==> src/rtl/pad_stream_pkg.sv <==
// Shared helpers for the pad stream bridge: width-safe clog2, bit mirroring,
// default pin/word widths and the serialiser state type.
package pad_stream_pkg;

    localparam int DEF_PIN_IN_W   = 8;
    localparam int DEF_WORD_IN_W  = 32;
    localparam int DEF_PIN_OUT_W  = 16;
    localparam int DEF_WORD_OUT_W = 32;
    localparam int MIRROR_MAX_W   = 64;

    typedef enum logic {
        S_IDLE = 1'b0,
        S_SEND = 1'b1
    } ser_state_t;

    // Never returns less than 1 so degenerate counters still get a real bit.
    function automatic int clog2_safe(input int n);
        return (n <= 2) ? 1 : $clog2(n);
    endfunction

    // Reverses the low w bits of v; bits at and above w come back as zero.
    function automatic logic [MIRROR_MAX_W-1:0] mirror(input logic [MIRROR_MAX_W-1:0] v,
                                                      input int w);
        logic [MIRROR_MAX_W-1:0] r;
        logic [MIRROR_MAX_W-1:0] t;
        r = '0;
        t = v;
        for (int i = 0; i < MIRROR_MAX_W; i++) begin
            if (i < w) begin
                r = {r[MIRROR_MAX_W-2:0], t[0]};
                t = t >> 1;
            end
        end
        return r;
    endfunction

endpackage

==> src/rtl/pad_stream_ser.sv <==
// Outbound serialiser: holds one internal word and walks its slices onto the
// pad bus, LSB slice first, reloading on the last beat so words stream gap-free.
//
// state  | meaning
// S_IDLE | no word held, s_ready high
// S_SEND | word held, driving slice bo on the pads
module pad_stream_ser
    import pad_stream_pkg::*;
#(
    parameter int PIN_OUT_W   = DEF_PIN_OUT_W,
    parameter int WORD_OUT_W  = DEF_WORD_OUT_W,
    parameter bit OUT_REVERSE = 1'b0
) (
    input  logic                  clock,
    input  logic                  reset,
    input  logic                  s_valid,
    output logic                  s_ready,
    input  logic                  s_last,
    input  logic [WORD_OUT_W-1:0] s_data,
    output logic                  pad_out_valid,
    input  logic                  pad_out_ready,
    output logic                  pad_out_last,
    output logic [PIN_OUT_W-1:0]  pad_out_data
);

    localparam int RO  = WORD_OUT_W / PIN_OUT_W;
    localparam int BOW = clog2_safe(RO);

    ser_state_t            state, state_nxt;
    logic [BOW-1:0]        bo;
    logic [WORD_OUT_W-1:0] word;
    logic                  last_q;
    logic                  last_beat;
    logic                  s_fire;
    logic                  po_fire;
    logic [PIN_OUT_W-1:0]  slice;

    assign last_beat = (bo == BOW'(RO - 1));
    assign slice     = PIN_OUT_W'(word >> (bo * PIN_OUT_W));
    assign s_fire    = s_valid && s_ready;
    assign po_fire   = pad_out_valid && pad_out_ready;

    always_comb begin
        pad_out_data = slice;
        if (OUT_REVERSE)
            pad_out_data = PIN_OUT_W'(mirror(MIRROR_MAX_W'(slice), PIN_OUT_W));
    end

    always_ff @(posedge clock or posedge reset) begin
        if (reset)
            state <= S_IDLE;
        else
            state <= state_nxt;
    end

    always_comb begin
        state_nxt     = state;
        s_ready       = 1'b1;
        pad_out_valid = 1'b0;
        pad_out_last  = 1'b0;
        case (state)
            S_IDLE: begin
                if (s_valid)
                    state_nxt = S_SEND;
            end
            S_SEND: begin
                pad_out_valid = 1'b1;
                pad_out_last  = last_q && last_beat;
                // Accepting on the final beat's handshake avoids an idle cycle.
                s_ready       = pad_out_ready && last_beat;
                if (pad_out_ready && last_beat && !s_valid)
                    state_nxt = S_IDLE;
            end
            default: state_nxt = S_IDLE;
        endcase
    end

    always_ff @(posedge clock or posedge reset) begin
        if (reset) begin
            bo     <= '0;
            word   <= '0;
            last_q <= 1'b0;
        end else begin
            if (po_fire)
                bo <= last_beat ? '0 : bo + BOW'(1);
            if (s_fire) begin
                word   <= s_data;
                last_q <= s_last;
            end
        end
    end

endmodule

==> src/rtl/pad_stream_bridge.sv <==
// Pad bus bridge: packs the narrow inbound pad stream into internal words and
// serialises internal words onto the outbound pads, counting packets each way.
module pad_stream_bridge
    import pad_stream_pkg::*;
#(
    parameter int PIN_IN_W    = DEF_PIN_IN_W,
    parameter int WORD_IN_W   = DEF_WORD_IN_W,
    parameter int PIN_OUT_W   = DEF_PIN_OUT_W,
    parameter int WORD_OUT_W  = DEF_WORD_OUT_W,
    parameter bit IN_REVERSE  = 1'b1,
    parameter bit OUT_REVERSE = 1'b0
) (
    input  logic                  clock,
    input  logic                  reset,
    input  logic                  pad_in_valid,
    output logic                  pad_in_ready,
    input  logic                  pad_in_last,
    input  logic [PIN_IN_W-1:0]   pad_in_data,
    output logic                  m_valid,
    input  logic                  m_ready,
    output logic                  m_last,
    output logic [WORD_IN_W-1:0]  m_data,
    output logic [clog2_safe(WORD_IN_W/PIN_IN_W + 1)-1:0] m_beats,
    input  logic                  s_valid,
    output logic                  s_ready,
    input  logic                  s_last,
    input  logic [WORD_OUT_W-1:0] s_data,
    output logic                  pad_out_valid,
    input  logic                  pad_out_ready,
    output logic                  pad_out_last,
    output logic [PIN_OUT_W-1:0]  pad_out_data,
    output logic [15:0]           rx_pkt_cnt,
    output logic [15:0]           tx_pkt_cnt
);

    localparam int RI  = WORD_IN_W / PIN_IN_W;
    localparam int BIW = clog2_safe(RI);
    localparam int BW  = clog2_safe(RI + 1);

    logic [BIW-1:0]       bi;
    logic [WORD_IN_W-1:0] acc;
    logic [WORD_IN_W-1:0] word_nxt;
    logic [PIN_IN_W-1:0]  beat;
    logic                 in_fire;
    logic                 in_close;
    logic                 m_fire;
    logic                 out_fire;

    always_comb begin
        beat = pad_in_data;
        if (IN_REVERSE)
            beat = PIN_IN_W'(mirror(MIRROR_MAX_W'(pad_in_data), PIN_IN_W));
    end

    // Combinational from m_ready so a full-rate stream never bubbles.
    assign pad_in_ready = !m_valid || m_ready;
    assign in_fire      = pad_in_valid && pad_in_ready;
    assign in_close     = (bi == BIW'(RI - 1)) || pad_in_last;
    assign m_fire       = m_valid && m_ready;
    assign out_fire     = pad_out_valid && pad_out_ready;
    assign word_nxt     = acc | (WORD_IN_W'(beat) << (bi * PIN_IN_W));

    always_ff @(posedge clock or posedge reset) begin
        if (reset) begin
            bi      <= '0;
            acc     <= '0;
            m_valid <= 1'b0;
            m_last  <= 1'b0;
            m_data  <= '0;
            m_beats <= '0;
        end else begin
            if (m_fire)
                m_valid <= 1'b0;
            if (in_fire) begin
                if (in_close) begin
                    // acc is cleared on every close, so unfilled slices stay zero.
                    m_data  <= word_nxt;
                    m_beats <= BW'(bi) + BW'(1);
                    m_last  <= pad_in_last;
                    m_valid <= 1'b1;
                    bi      <= '0;
                    acc     <= '0;
                end else begin
                    acc <= word_nxt;
                    bi  <= bi + BIW'(1);
                end
            end
        end
    end

    always_ff @(posedge clock or posedge reset) begin
        if (reset) begin
            rx_pkt_cnt <= '0;
            tx_pkt_cnt <= '0;
        end else begin
            if (m_fire && m_last)
                rx_pkt_cnt <= rx_pkt_cnt + 16'd1;
            if (out_fire && pad_out_last)
                tx_pkt_cnt <= tx_pkt_cnt + 16'd1;
        end
    end

    pad_stream_ser #(
        .PIN_OUT_W   (PIN_OUT_W),
        .WORD_OUT_W  (WORD_OUT_W),
        .OUT_REVERSE (OUT_REVERSE)
    ) u_ser (
        .clock         (clock),
        .reset         (reset),
        .s_valid       (s_valid),
        .s_ready       (s_ready),
        .s_last        (s_last),
        .s_data        (s_data),
        .pad_out_valid (pad_out_valid),
        .pad_out_ready (pad_out_ready),
        .pad_out_last  (pad_out_last),
        .pad_out_data  (pad_out_data)
    );

endmodule

==> config.mk <==
export PLATFORM = sky130hd
export DESIGN_NAME = pad_stream_bridge
export DESIGN_NICKNAME = d
export VERILOG_FILES = /design/src/rtl/pad_stream_pkg.sv /design/src/rtl/pad_stream_ser.sv /design/src/rtl/pad_stream_bridge.sv
export SDC_FILE = /design/constraint.sdc
export NUM_CORES = 1
export LEC_CHECK = 0
export ABC_AREA = 0
export ABC_CLOCK_PERIOD_IN_PS = 3850
export BUFFER_PORTS_ARGS = -buffer_cell sky130_fd_sc_hd__buf_2
export CORE_ASPECT_RATIO = 0.75
export CORE_MARGIN = 3
export CORE_UTILIZATION = 45
export CTS_CLUSTER_SIZE = 14
export DETAILED_ROUTE_END_ITERATION = 10
export PLACE_DENSITY = 0.71
export SKIP_CTS_REPAIR_TIMING = 1
export SLEW_MARGIN = 20
export SYNTH_ARGS = -nofsm -noshare
export SYNTH_HDL_FRONTEND = slang
export SYNTH_SLANG_ARGS = --single-unit
==> constraint.sdc <==
create_clock -name clock -period 3.85 [get_ports clock]
set_input_delay 0.1925 -clock clock [delete_from_list [all_inputs] [get_ports clock]]
set_output_delay 0.1925 -clock clock [all_outputs]
set_load 0.05 [all_outputs]
==> flow_summary_export.csv <==
group,metric,value,unit
timing,setup_viol,0,
synth,syn_nets,557,
route,drtPass1Iterations,4,
placed_design,place_hpwl,8610,um
cells_and_area,diodes,0,
worst_setup_path,cp-start-kind,"flip-flop",
timing,max_freq,450,MHz
clock_network,cts_made_buffers,17,
route,drc_errors,0,
die,core,12400,um^2
synth,ys_seq_elements,138,
pwr,clockPowerShare,27.9,%
route,ant_nets,0,
synth,synth_cells,506,
pwr,power.switching,0.00253,W
run,maxCapViolCount,0,
route,wl_per_cell,15.1,um
worst_setup_path,arrival,2.51,ns
timing,rsz0062_at_grt,"no",
worst_setup_path,critPathMaxStageDelay,0.45,ns
timing,worst_pin_slew,0.955,ns
cells_and_area,drive_gt1_share,35.7,%
route,first_iter_violations,250,
cells_and_area,final_nets,690,
route,viasPerCell,5.06,
clock_network,clkSinkCount,138,
synth,yosysWarnings,0,
worst_setup_path,critical_path.cell_chain,"ha_1 > nor2_1 > nand3b_2 > buf_4 > mux2_2",
timing,setup-tns-final,0,ns
route,wl,12400,um
die,start_util,46.5,%
clock_network,root_buffer,"clkbuf_16",
worst_setup_path,end_kind,"flip-flop",
clock_network,cts_tree,"yes",
pwr,seqPwrFrac,34.5,%
placed_design,gp_congestion,0.811,
timing,fin_crit,2.22,ns
global_route,globalRouteOverflowTotal,0,
worst_setup_path,required,4.14,ns
die,placementRows,35,
timing,skew,0.0102,ns
worst_setup_path,startpoint,"bi[0]",
pwr,irDropWorstVdd,0.525,mV
timing,slew_headroom,36.2,%
die,die_w,137,um
pwr,leakage,3.60,nW
pwr,intPower,0.00364,W
worst_setup_path,worstPathMaxFanout,45,
placed_design,port_buffers,136,
clock_network,clockBufferDepth,2,
timing,finalHoldViolCount,23,
worst_setup_path,cp_slowest_cell,"dfrtp_1",
pwr,p_sw_share,41.0,%
die,ioPinCount,137,
worst_setup_path,crit_type,"flip-flop to flip-flop",
synth,synth_area,5770,um^2
timing,fin_crit_sh,57.7,%
global_route,grt_pass1_vias,4226,
global_route,grt_max_degree,96,
cells_and_area,areaGrowthSynthToFinish,25.3,%
clock_network,insertion_delay,0.41,ns
pwr,powerDensity,853,nW/um^2
clock_network,clk_pin_slew_worst_paths,0.06,ns
worst_setup_path,r2r-start,"bi[0]",
pwr,power_frac_comb,37.6,%
synth,synth.avg_cell_area,11.4,um^2
hold_path,holdCritPathClass,"input port to asynchronous set/reset pin",
die,die_area,14200,um^2
run_status,outcome,"finished, violations left",
global_route,grt_use_total,18.5,%
die,die_h,104,um
synth,ys_types,32,
global_route,antenna_found_initial,0,
global_route,grt_pass1_wl,20700,um
timing,hold_ws,-0.0153,ns
run_status,violations,"negative hold slack",
pwr,power,0.00617,W
route,routed-via-count,4138,
timing,slew_violations,0,
clock_network,htreeDepth,4,
synth,ys_seq_area_share,59.9,%
## path summary, 6_finish.rpt
kind                       cells after the start        endpoint  slack [ns]
max                                            5      m_beats[1]        1.63
min                                            2  tx_pkt_cnt[15]       -0.02
max reg2reg                                    5      m_beats[1]        1.63
min reg2reg                                    2      m_data[12]        0.47
max in group asynchronous                      3      m_data[21]        2.87
min in group clock                             2  u_ser.word[21]        0.01
## layout make-up
| type | instances | area [um^2] |
|---|---|---|
| fillers | 1066 | 5160 |
| clock buffers | 18 | 429 |
| flip-flops and latches | 138 | 3450 |
| repair buffers | 147 | 791 |
| clock inverters | 14 | 196 |
| multi-input cells | 332 | 2140 |
| inverters | 3 | 15.0 |
| well taps | 166 | 208 |
## through the flow
stage	setup slack, ns	util [%]	cells	instance area (um^2)	hold slack, ns
finish	1.63	58.3	818	7230	-0.0153
global placement	1.68	52.8	780	6540	0.409
floorplan	1.68	-	506	5770	0.301
detailed placement	1.63	52.8	780	6540	0.407
global route	1.44	58.3	818	7230	0.000941
CTS	1.63	57.8	812	7170	-0.0238
## cell families after synthesis
group	synth area share [%]
muxes	9.96
xor gates and xnor gates	4.84
adders and majority gates	0.651
DFF	59.9
buffers and inverters	3.10
and+or+nand+nor	12.8
AOI/OAI and AO/OA	8.81
## cells in the final DEF, fill, tap and decap left out, drive strengths merged, types with 3 or more instances in the layout
cell type	netlist	layout
buf	28	141
dfrtp	138	138
a21oi	64	64
nand2	56	56
mux2	51	51
nor2	41	41
o21ai	34	34
xnor2	23	23
clkbuf	5	18
nand3	12	12
nand4	11	11
and3	9	9
xor2	8	8
dlygate4sd3	0	6
clkinv	0	5
clkinvlp	0	4
bufinv	0	4
inv	3	4
and2	3	3
nor3	3	3
ha	3	3
nand2b	3	3
nor2b	3	3
## worst max-delay path, delay by kind of cell (launching register included)
kind                     cells  cell delay [ns]
flip-flops                   1             0.45
AND/OR/NAND/NOR              2             0.59
multiplexers                 1             0.38
adder cells (fa/ha/maj)      1             0.26
buffers and inverters        1             0.42
## sequential cells by signal, indices dropped and copies added, names as in the netlist
signal / count
acc: 32
m_data: 32
u_ser.word: 32
rx_pkt_cnt: 16
tx_pkt_cnt: 16
m_beats: 3
bi: 2
m_last: 1
m_valid: 1
u_ser.bo: 1
u_ser.last_q: 1
u_ser.state: 1
## per-layer routing
metal	GRT usage [%]	up-vias	wire length (um)
met2	27.8	131	5710
met3	8.03	4	1220
li1	-	1994	-
met1	24.5	2009	5400
met5	0	-	0
met4	4.96	0	29
## Yosys cell counts, drive strengths merged
cell type / number / share of area, %
nor3: 3 / 0.26
nand3b: 2 / 0.54
xor2: 8 / 1.2
nand2b: 3 / 0.46
and3: 9 / 0.98
a21oi: 64 / 5.6
nand4: 11 / 1.5
inv: 3 / 0.20
and4: 1 / 0.15
nand2: 56 / 3.6
or3: 1 / 0.11
buf: 28 / 2.6
ha: 3 / 0.65
nand3: 12 / 1.0
nor4: 2 / 0.74
a22o: 2 / 0.30
clkbuf: 5 / 0.33
and2: 3 / 0.33
mux2: 51 / 10
dfrtp: 138 / 60
xnor2: 23 / 3.6
nor2b: 3 / 0.37
o21ai: 34 / 3.0
nor2: 41 / 2.7
## power by group through the flow
stage	registers (W)	clock network (W)	logic, W
after floorplan	0.00267	0	0.00129
after global placement	0.00212	0	0.00229
after detailed placement	0.00216	0	0.00234
after CTS	0.00213	0.00176	0.00234
after global routing	0.00219	0.00183	0.00249
final	0.00213	0.00172	0.00232
No activity file was read; power rests on OpenSTA's default activity.
